File: src/rtl/mem_arbiter_pkg.sv
// Shared CPU package: arbiter state encoding, access-size codes and grant identifiers.
package mem_arbiter_pkg;

  typedef enum logic [2:0] {
    StIdle,
    StIAddr,
    StIData,
    StDAddr,
    StDData
  } arb_state_e;

  localparam logic [1:0] SizeByte = 2'd0;
  localparam logic [1:0] SizeHalf = 2'd1;
  localparam logic [1:0] SizeWord = 2'd2;

  // Identifies which port owned the most recent grant.
  localparam logic GrantInst = 1'b0;
  localparam logic GrantData = 1'b1;

endpackage

File: src/rtl/mem_arbiter.sv
// Arbitrates the fetch and load/store ports onto one SRAM-like bus, one transaction at a time.
// Contention is resolved round-robin; a flushed fetch completes downstream but is not reported.
module mem_arbiter
  import mem_arbiter_pkg::*;
(
  input  logic        clk,
  input  logic        resetn,
  input  logic        inst_req,
  input  logic [31:0] inst_addr,
  output logic        inst_ok,
  output logic [31:0] inst_rdata,
  input  logic        data_req,
  input  logic        data_wr,
  input  logic [1:0]  data_size,
  input  logic [31:0] data_addr,
  input  logic [31:0] data_wdata,
  output logic        data_ok,
  output logic [31:0] data_rdata,
  output logic        m_req,
  output logic        m_wr,
  output logic [1:0]  m_size,
  output logic [31:0] m_addr,
  output logic [31:0] m_wdata,
  input  logic        m_addr_ok,
  input  logic        m_data_ok,
  input  logic [31:0] m_rdata,
  input  logic        cancel,
  output logic        stall_inst,
  output logic        stall_data
);

  arb_state_e  state_q, state_d;
  logic        last_grant_q, last_grant_d;
  logic        drop_q, drop_d;
  logic        pay_wr_q, pay_wr_d;
  logic [1:0]  pay_size_q, pay_size_d;
  logic [31:0] pay_addr_q, pay_addr_d;
  logic [31:0] pay_wdata_q, pay_wdata_d;
  logic        grant_data;

  // Data wins when it is the only requester or when inst held the previous grant.
  assign grant_data = data_req & (~inst_req | (last_grant_q == GrantInst));

  // Next-state, grant bookkeeping, payload latch and fetch-drop flag.
  always_comb begin
    state_d      = state_q;
    last_grant_d = last_grant_q;
    drop_d       = drop_q;
    pay_wr_d     = pay_wr_q;
    pay_size_d   = pay_size_q;
    pay_addr_d   = pay_addr_q;
    pay_wdata_d  = pay_wdata_q;
    case (state_q)
      StIdle: begin
        if (grant_data) begin
          state_d      = StDAddr;
          last_grant_d = GrantData;
          pay_wr_d     = data_wr;
          pay_size_d   = data_size;
          pay_addr_d   = data_addr;
          pay_wdata_d  = data_wdata;
        end else if (inst_req) begin
          state_d      = StIAddr;
          last_grant_d = GrantInst;
          pay_wr_d     = 1'b0;
          pay_size_d   = SizeWord;
          pay_addr_d   = inst_addr;
          pay_wdata_d  = 32'h0;
        end
      end
      StIAddr: begin
        if (cancel) drop_d = 1'b1;
        if (m_addr_ok) state_d = StIData;
      end
      StIData: begin
        // Completion always clears the drop flag, even if cancel arrives in the same cycle.
        if (m_data_ok) begin
          state_d = StIdle;
          drop_d  = 1'b0;
        end else if (cancel) begin
          drop_d = 1'b1;
        end
      end
      StDAddr: begin
        if (m_addr_ok) state_d = StDData;
      end
      StDData: begin
        if (m_data_ok) state_d = StIdle;
      end
      default: state_d = StIdle;
    endcase
  end

  // Downstream request, completion pulses and stall indications.
  always_comb begin
    m_req      = (state_q == StIAddr) | (state_q == StDAddr);
    m_wr       = pay_wr_q;
    m_size     = pay_size_q;
    m_addr     = pay_addr_q;
    m_wdata    = pay_wdata_q;
    inst_ok    = (state_q == StIData) & m_data_ok & ~drop_q & ~cancel;
    data_ok    = (state_q == StDData) & m_data_ok;
    inst_rdata = m_rdata;
    data_rdata = m_rdata;
    stall_inst = inst_req & ~inst_ok;
    stall_data = data_req & ~data_ok;
  end

  // State and payload registers; reset abandons any transaction in flight.
  always_ff @(posedge clk or negedge resetn) begin
    if (!resetn) begin
      state_q      <= StIdle;
      last_grant_q <= GrantInst;
      drop_q       <= 1'b0;
      pay_wr_q     <= 1'b0;
      pay_size_q   <= 2'd0;
      pay_addr_q   <= 32'h0;
      pay_wdata_q  <= 32'h0;
    end else begin
      state_q      <= state_d;
      last_grant_q <= last_grant_d;
      drop_q       <= drop_d;
      pay_wr_q     <= pay_wr_d;
      pay_size_q   <= pay_size_d;
      pay_addr_q   <= pay_addr_d;
      pay_wdata_q  <= pay_wdata_d;
    end
  end

endmodule

File: config.mk
export PLATFORM = sky130hd
export DESIGN_NAME = mem_arbiter
export DESIGN_NICKNAME = d
export VERILOG_FILES = /design/src/rtl/mem_arbiter_pkg.sv /design/src/rtl/mem_arbiter.sv
export SDC_FILE = /design/constraint.sdc
export NUM_CORES = 1
export LEC_CHECK = 0
export CAP_MARGIN = 20
export CORE_AREA = 2 2 108 110
export DETAILED_ROUTE_END_ITERATION = 8
export DIE_AREA = 0 0 110 112
export GPL_TIMING_DRIVEN = 1
export PLACE_DENSITY = 0.88
export SYNTH_ARGS = -nofsm -noshare
export SYNTH_HDL_FRONTEND = slang
export SYNTH_SLANG_ARGS = --single-unit
File: constraint.sdc
create_clock -name clk -period 2.3 [get_ports clk]
set_input_delay 0.345 -clock clk [delete_from_list [all_inputs] [get_ports clk]]
set_output_delay 0.345 -clock clk [all_outputs]
set_load 0.03 [all_outputs]
=== After elaboration in Yosys (flattened, before gate mapping) ===
Index checks and enable logic that the tools add are counted.

* Memories: 0
* Memory bits (writable): 0
* Input bits: 138
* Output and inout port bits: 136
* Memory bits (read-only): 0
* Latch bits: 0
* Flip-flop bits (word level): 72

* Divide/modulo/power cells: 0
* Shift-type cells: 0
* Reduce and logical (&&, ||, !) cells: 6
* Multipliers: 0
* Bitwise operators: 15
* Add/sub/neg operators: 0
* Equal/unequal tests: 8
* Muxes and demuxes: 18
* Order comparisons: 0

{| class="wikitable"
|+ Operators with widths
! cell !! number
|-
| 32-bit two-way mux || 4
|-
| 3-bit two-way mux || 5
|-
| 3-bit one-hot mux with 4 select lines || 1
|-
| 1-bit AND || 7
|-
| 3-bit by 2-bit equality test with 1-bit output, second input constant || 2
|-
| 1-bit NOT || 6
|-
| 1-bit two-way mux || 5
|-
| 2-bit two-way mux || 2
|-
| 2-bit inequality test, second input constant || 2
|-
| 4-bit AND reduction || 1
|-
| 2-bit nonzero test || 2
|-
| 3-bit by 1-bit equality test with 1-bit output, second input constant || 1
|-
| 3-bit equality test, second input constant || 1
|-
| 3-bit logical NOT || 1
|-
| 3-bit inequality test, second input constant || 1
|-
| 2-bit by 1-bit inequality test with 1-bit output, second input constant || 1
|-
| 1-bit bitwise OR || 2
|-
| 1-bit one-hot mux with 2 select lines || 1
|-
| 2-bit AND reduction || 1
|-
| 2-bit OR reduction || 1
|}

=== Depth between registers and ports, before layout ===
Gate-level depths: netlist (run 1).

* Depth after elaboration: 6
* Mapped depth: 6
* Mapped depth without buffers: 3

=== Worst setup path after synthesis (run 1) ===
OpenSTA, ideal clock, no wires.

* Path kind: register to output
* Start point: register state_q[0]
* End point: output port stall_inst
* Required time: 1955 ps
* Path buffers: 1
* Arrival: 1698 ps
* Slack: 257 ps
* Stages on the path, launching flop included: 5
* Cell sequence: dfrtp_1 -> buf_6 -> or4_1 -> nor2_1 -> nor2_1

* Longest elaborated chain between the ends: 6

{| class="wikitable"
|+ RTL lines
! what !! line !! source
|-
| start, declared || mem_arbiter.sv:32 || <nowiki>arb_state_e state_q, state_d;</nowiki>
|-
| start signal, assigned || mem_arbiter.sv:112 || <nowiki>state_q <= StIdle;</nowiki>
|-
| start signal, assigned || mem_arbiter.sv:120 || <nowiki>state_q <= state_d;</nowiki>
|-
| 3-bit by 2-bit equality test with 1-bit output || mem_arbiter.sv:101 || <nowiki>inst_ok = (state_q == StIData) & m_data_ok & ~drop_q & ~cancel;</nowiki>
|-
| 1-bit AND (3 in series) || mem_arbiter.sv:101 ||
|-
| net inst_ok || mem_arbiter.sv:10 || <nowiki>output logic inst_ok,</nowiki>
|-
| 1-bit NOT || mem_arbiter.sv:105 || <nowiki>stall_inst = inst_req & ~inst_ok;</nowiki>
|-
| 1-bit AND || mem_arbiter.sv:105 ||
|-
| end, declared || mem_arbiter.sv:28 || <nowiki>output logic stall_inst,</nowiki>
|}

The timed path passes the listed nets, and every way through them passes these cells.

=== Worst setup path in the final report (run 1) ===
* Start point: register state_q[2]
* End point: output port stall_inst

* Longest elaborated chain between the ends: 6

{| class="wikitable"
|+ RTL lines
! what !! line
|-
| 3-bit by 2-bit equality test with 1-bit output || mem_arbiter.sv:101
|-
| 1-bit AND (3 in series) || mem_arbiter.sv:101
|-
| 1-bit NOT || mem_arbiter.sv:105
|-
| 1-bit AND || mem_arbiter.sv:105
|}

Every way passes these cells.

==> results.md, run 1 <==
* Leading area contributor after synthesis: dfrtp_1
* Synth Area in XOR/XNOR at 0.00252
* Critical Path RT at 1.96 ns
* Routed via count at 2776
* Hold Worst Slack at 0.124 ns
* CTS sink cnt at 72
* Vias in the first global route at 2865
* Hold/Removal Path Class: in2async
* # Max-Cap Violations at 0
* GRT Resource Usage Total at 0.160
* Die height at 112 µm
* Period utilization at 0.931
* Share of layout cells above drive strength 1 at 0.151
* Maximum vdd drop at 0.000634 V
* Status: complete, no violations
* Initial antenna violation count at 0
* Ys flop type: dfrtp_1
* I/O pins at ~270
* Worst-path clk slew at 0.06 ns
* Mapped Cells at around 290
* Met1 Resource Use GR at 0.176
* H-tree levels at 3
* RSZ-0062 raised after global routing: false
* Final Hold Fails at 0
* Yosys reg bits at just over 70
* Mux contribution to synthesized area at 0.00288
* Final min period at 2.14 ns
* Most common cell in the netlist: dfrtp_1
* Distinct cells, synth at 28
* Syn avg cell area at about 12 µm²
* Main combinational cell family by area after synthesis: compound AO/OA/AOI/OAI gates
* Critical path class: reg2out
* Synthesized Nets at 427
* Simple-Gate Fraction of Synth Area at 0.0777
* Root buffer cell: clkbuf_16
* Synth top area cells: dfrtp_1 (52%), buf_4 (14%), o221a_2 (10%)
* Nets at 537
* Post-DP HPWL at 7370 µm
* Area of the multi-input gates at 0.00105 mm²
* Compound-gate portion of the synthesized area at 0.217
* Placed Area at between 0.004 and 0.005 mm²
* First-pass GRT wire length at approximately 15000 µm
* Critical Path End Type: primary output
* Final core occ at 0.465
* CTS tree: done
* Adder-Cell Fraction of Synth Area at 0
* GR Overflow Total at 0
* FF+latch area at 0.00180 mm²
* Placed cell count at 531
* Drt initial violations at slightly above 200
* CP Max Fanout at 2
* Final WL at 10000 µm
* Synthesized cell area at 0.00348 mm²
* Layout Area Growth over Synthesis at 49.5%
* Num CTS Buffers at 9
* Overall power at around 8.0 mW
* Row cnt at 39
* Synth cell count leaders: dfrtp_1 (72), buf_4 (67), a22o_1 (34)
* GPL Wtd Cong at between 0.8 and 0.9
* FILL cells at 1021
* Final ANT Viol Nets at 0
* Global-route track usage on met2 at 0.270
* GRT met3 Usage at 0.0357
* Detailed-route DRC error count at 0
* Top achievable clock speed at 467 MHz
* Die area at about 0.012 mm²
* Slew HR at 0.383
* DRT Pass-1 Iters at 4
* Vias per inst at 5.07
* Actual slew at the worst max-slew pin at just over 0.9 ns
* Post-synth EDFFs at 0
* Slew Limit Fails at 0
* Hold-fix buffers at CTS at 0
* Post-synthesis sequential area ratio at 0.518
* Clock Latency Late Sink at 0.33 ns
* CP startpoint kind: flip-flop
* Ys Warns at 0
* PwrDens at around 1500 mW/mm²
* Port Buffer Count at 177
* Longest Clk Path Bufs at 2
* N_diodes at 0
* Critical path arrival at 1.80 ns
* Core Area at 0.0112 mm²
* Die width at 110 µm
* Clock Skews at 0.00484 ns
* GRT Max-Usage Layer: met2
* FFs w/ async S/R, synth at 1.00
* Routed wire length per instance at 18.3 µm
* Design area at 0.00520 mm²
* Share of the synthesized area in the top cell type at 0.518
* Finished Layout Cells at 547
* Final setup violation count at 0
* Pleak at between 2 and 2.5 nW
* Initial Utilization at 0.311
* Largest net degree at the start of global routing at 73
cells in the final DEF, fill, tap and decap left out:
cell / Yosys / routed
a31oi_1: 1 / 1
o21ai_0: 1 / 1
clkinvlp_4: 0 / 1
mux2i_1: 1 / 1
inv_6: 0 / 1
nor3_1: 1 / 1
inv_1: 5 / 5
or4_1: 1 / 1
dlygate4sd2_1: 0 / 2
clkbuf_16: 0 / 9
clkinv_4: 0 / 1
or3_1: 33 / 33
a21o_1: 1 / 1
a21bo_2: 1 / 1
and3_1: 1 / 1
nand2_1: 5 / 5
clkdlybuf4s50_1: 0 / 172
o22ai_1: 2 / 2
o32a_1: 1 / 1
o211ai_1: 1 / 1
dlymetal6s2s_1: 0 / 1
bufinv_16: 0 / 2
a21oi_4: 1 / 1
o21ai_2: 0 / 1
xnor2_1: 1 / 1
a21oi_1: 2 / 2
buf_12: 0 / 1
o21a_1: 1 / 1
clkinv_2: 0 / 2
dfrtp_1: 72 / 72
buf_4: 67 / 8
nor2_4: 1 / 1
o221a_2: 32 / 32
nor2_1: 4 / 4
a22o_1: 34 / 34
final timing paths:
kind                       cells after the start  slack (ns)  startpoint         end
setup / recovery                               4        0.16  state_q[2]  stall_inst
hold / removal                                 1        0.12      resetn  m_addr[15]
hold reg to reg                                1        0.50  m_wdata[4]  m_wdata[4]
setup reg to reg                               6        0.28  state_q[2]   m_addr[4]
min in group clk                               1        0.50  m_wdata[4]  m_wdata[4]
max in group asynchronous                      1        1.53      resetn   m_addr[1]
where the power goes:
part           leakage [nW]  total [mW]  switching (mW)  internal [mW]
Sequential            0.863        2.26           0.372           1.89
Combinational          1.09        4.20            2.25           1.95
Clock                 0.156        1.49           0.535          0.951
Total                  2.11        7.95            3.16           4.80
state kept, by name (all words and copies together) (netlist names):
register and count:
m_wdata 32, m_addr 32, last_grant_q 1, state_q 3
m_wr 1, m_size 2, drop_q 1
through the flow:
stage               TNS [ns]  worst slack (ns)
global placement     -0.0450           -0.0450
finish                     0             0.158
global route               0            0.0833
floorplan                  0             0.257
CTS                        0            0.0546
detailed placement   -0.0604           -0.0604
routing by layer:
metal,up-vias,wire (µm),part of all wire
met5,-,0,0
met4,0,439,0.044
met3,54,795,0.079
met2,146,5250,0.52
met1,1342,3540,0.35
li1,1234,-,-
worst max-delay path: stages, from the launching register on:
cell	delay, ns
dfrtp_1	0.37
or4_1	0.52
nor2_1	0.16
nor2_1	0.07
dlygate4sd2_1	0.35
repair_timing:
action,in CTS,in global routing
endpoints found under the setup margin,2,1
buffers inserted,0,0
gates resized for setup,2,1
kinds of logic after synthesis:
| logic type | after synthesis |
|---|---|
| xor gates and xnor gates | 1 |
| DFF | 72 |
| AOI/OAI and AO/OA | 79 |
| muxes | 1 |
| buffers and inverters | 90 |
| and+or+nand+nor | 46 |
final cells by class:
type | instances | share of cell area
clock buffers | 9 | 0.0433
clock inverters | 7 | 0.0183
inverters | 5 | 0.00361
multi-input cells | 127 | 0.202
flip-flops and latches | 72 | 0.346
well taps | 143 | 0.0344
repair buffers | 184 | 0.352
(Power assumes the default switching activity.)
==> inputs of run 2 (changes only) <==
--- a/config.mk
+++ b/config.mk
@@ -6,11 +6,11 @@
 export NUM_CORES = 1
 export LEC_CHECK = 0
 export CAP_MARGIN = 20
-export CORE_AREA = 2 2 108 110
+export CORE_MARGIN = 5
+export CORE_UTILIZATION = 34
 export DETAILED_ROUTE_END_ITERATION = 8
-export DIE_AREA = 0 0 110 112
 export GPL_TIMING_DRIVEN = 1
-export PLACE_DENSITY = 0.88
+export PLACE_DENSITY = 0.93
 export SYNTH_ARGS = -nofsm -noshare
 export SYNTH_HDL_FRONTEND = slang
 export SYNTH_SLANG_ARGS = --single-unit
==> results.md, run 2 (synthesized netlist as in run 1, its figures left out) <==
* Final setup violation count at 0 (unchanged)
* Die height at 111 µm (-0.76%)
* I/O pins at 274 (unchanged)
* Pleak at 2.08 nW (-1.3%)
* GR Overflow Total at 0 (unchanged)
* Critical Path RT at 1.96 ns (about the same)
* Routed wire length per instance at 19.4 µm (+5.8%)
* Nets at 543 (+1.1%)
* Worst Setup SP: state_q[2]
* Crit path largest cell delay at 0.51 ns (about the same)
* Vias per inst at 5.14 (+1.2%)
* Worst-path clk slew at 0.08 ns (+0.02 ns)
* Design area at 0.00515 mm² (-1.0%)
* Critical Path Stages at 4 (unchanged)
* Hold/Removal Path Class: in2async
* FILL cells at 839 (-18%)
* Crit-path cells: or4_1, nor2_1, nor2_1, dlygate4sd2_1
* PwrDens at 1480 mW/mm² (-3.0%)
* Drt initial violations at 157 (-24%)
* Num CTS Buffers at 9 (unchanged)
* Longest Clk Path Bufs at 2 (unchanged)
* Die area at 0.0124 mm² (+0.27%)
* Commonest non-fill, non-tap cell in the layout: clkdlybuf4s50_1
* Reg2reg start: state_q[2]
* Slew Limit Fails at 0 (unchanged)
* Routed via count at 2804 (+1.0%)
* GRT Resource Usage Total at 0.170 (+0.00958)
* Critical path class: reg2out
* Top achievable clock speed at 463 MHz (-0.85%)
* Post-DP HPWL at 7770 µm (+5.5%)
* R2R cell count at 5 (-1)
* Kind of cell adding the most delay to the critical path: simple AND/OR/NAND/NOR gates
* Critical path arrival at 1.82 ns (+0.02 ns)
* Vias in the first global route at 3119 (+8.9%)
* Largest net degree at the start of global routing at 73 (unchanged)
* Most frequent cells in the layout: clkdlybuf4s50_1 (172), dfrtp_1 (72), a22o_1 (34)
* Slew HR at 0.612 (+0.229)
* CP max stage cell: or4_1
* Detailed-route DRC error count at 0 (unchanged)
* DRT Pass-1 Iters at 4 (unchanged)
* # Max-Cap Violations at 0 (unchanged)
* Period utilization at 0.939 (+0.00794)
* Root buffer cell: clkbuf_8
* H-tree levels at 3 (unchanged)
* Pre-CTS setup slack at -0.0272 ns (+0.0332 ns)
* TNS Setup at 0 ns (unchanged)
* Cell mode on critical path: nor2_1
* CP Max Fanout at 2 (unchanged)
* Placed Area at 0.00492 mm² (+0.85%)
* Die width at 111 µm (+1.0%)
* Clock Skews at 0.00674 ns (+0.00190 ns)
* GPL Wtd Cong at 0.793 (-1.8%)
* Final ANT Viol Nets at 0 (unchanged)
* Initial Utilization at 0.343 (+0.0318)
* First-pass GRT wire length at 16800 µm (+11%)
* Hold Worst Slack at 0.509 ns (+0.385 ns)
* Post-CTS Setup Bufs at 0 (unchanged)
* RSZ-0062 raised after global routing: false
* Maximum vdd drop at 0.000525 V (-17%)
* Final min period at 2.16 ns (+0.0183 ns)
* Final WL at 10600 µm (+5.6%)
* CTS tree: done
* Final Hold Fails at 0 (unchanged)
* CP bufs+invs at 1 (unchanged)
* N_diodes at 0 (unchanged)
* Initial antenna violation count at 0 (unchanged)
* Share of layout cells above drive strength 1 at 0.161 (+0.00999)
* Final Worst Setup Slack at 0.140 ns (-0.0183 ns)
* CTS sink cnt at 72 (unchanged)
* Core Area at 0.0101 mm² (-9.3%)
* Actual slew at the worst max-slew pin at 0.583 ns (-0.343 ns)
* Port Buffer Count at 177 (unchanged)
* Clock Latency Late Sink at 0.35 ns (+0.02 ns)
* Row cnt at 37 (-5.1%)
* Layout Area Growth over Synthesis at 47.9%
* Status: complete, no violations
* Critical Path End Type: primary output
* CP startpoint kind: flip-flop
run 2: per-layer routing:
metal	vias to the layer above	GRT usage	part of all wire
met1	1367	0.183	0.38
met5	-	0	0
met4	0	0.128	0.054
met2	136	0.284	0.49
li1	1243	-	-
met3	58	0.0453	0.072
run 2: cell type report:
cell class	instances	area [µm²]	area share
clock inverter	7	95.1	0.0185
sequential	72	1800	0.350
tap	136	170	0.0331
inverter	5	18.8	0.00365
clock buffer	9	124	0.0241
multi-input combinational	127	1050	0.204
timing repair buffer	190	1890	0.367
run 2: path summary, 6_finish.rpt:
| kind | endpoint | slack [ns] |
|---|---|---|
| min reg2reg | m_wdata[26] | 0.51 |
| max reg2reg | m_addr[21] | 0.36 |
| min | m_addr[14] | 0.51 |
| max in group asynchronous | m_wdata[21] | 1.42 |
| min in group clk | m_wdata[26] | 0.51 |
| max | stall_inst | 0.14 |
run 2: worst reg2reg max path, stage by stage, from the launching register on:
cell and delay (ns):
dfrtp_1 0.39, buf_4 0.16, or3_1 0.47, buf_4 0.28
or3_1 0.40, o221a_2 0.13
run 2: what timing repair did:
action / CTS / global route
hold buffers: 1 / 0
endpoints found under the hold margin: 4 / 0
resized for setup: 3 / 0
setup endpoints to repair: 3 / 0
run 2: metrics by stage:
step | total power, mW | utilization | instances
floorplan | 5.02 | - | 289
global placement | 6.42 | 0.485 | 529
detailed placement | 6.56 | 0.485 | 529
CTS | 7.71 | 0.508 | 546
global route | 8.01 | 0.508 | 546
finish | 7.64 | 0.508 | 546
run 2: where the power goes:
| part | switching (mW) | leakage, nW | internal (mW) |
|---|---|---|---|
| Clock | 0.507 | 0.110 | 0.612 |
| Combinational | 2.28 | 1.10 | 1.98 |
| Sequential | 0.367 | 0.863 | 1.89 |
==> inputs of run 3 (changes only) <==
--- a/config.mk
+++ b/config.mk
@@ -14,3 +14,4 @@
 export SYNTH_ARGS = -nofsm -noshare
 export SYNTH_HDL_FRONTEND = slang
 export SYNTH_SLANG_ARGS = --single-unit
+export TNS_END_PERCENT = 30
==> results of run 3 <==
Final layout, timing and power as in run 2 (identical DEF).
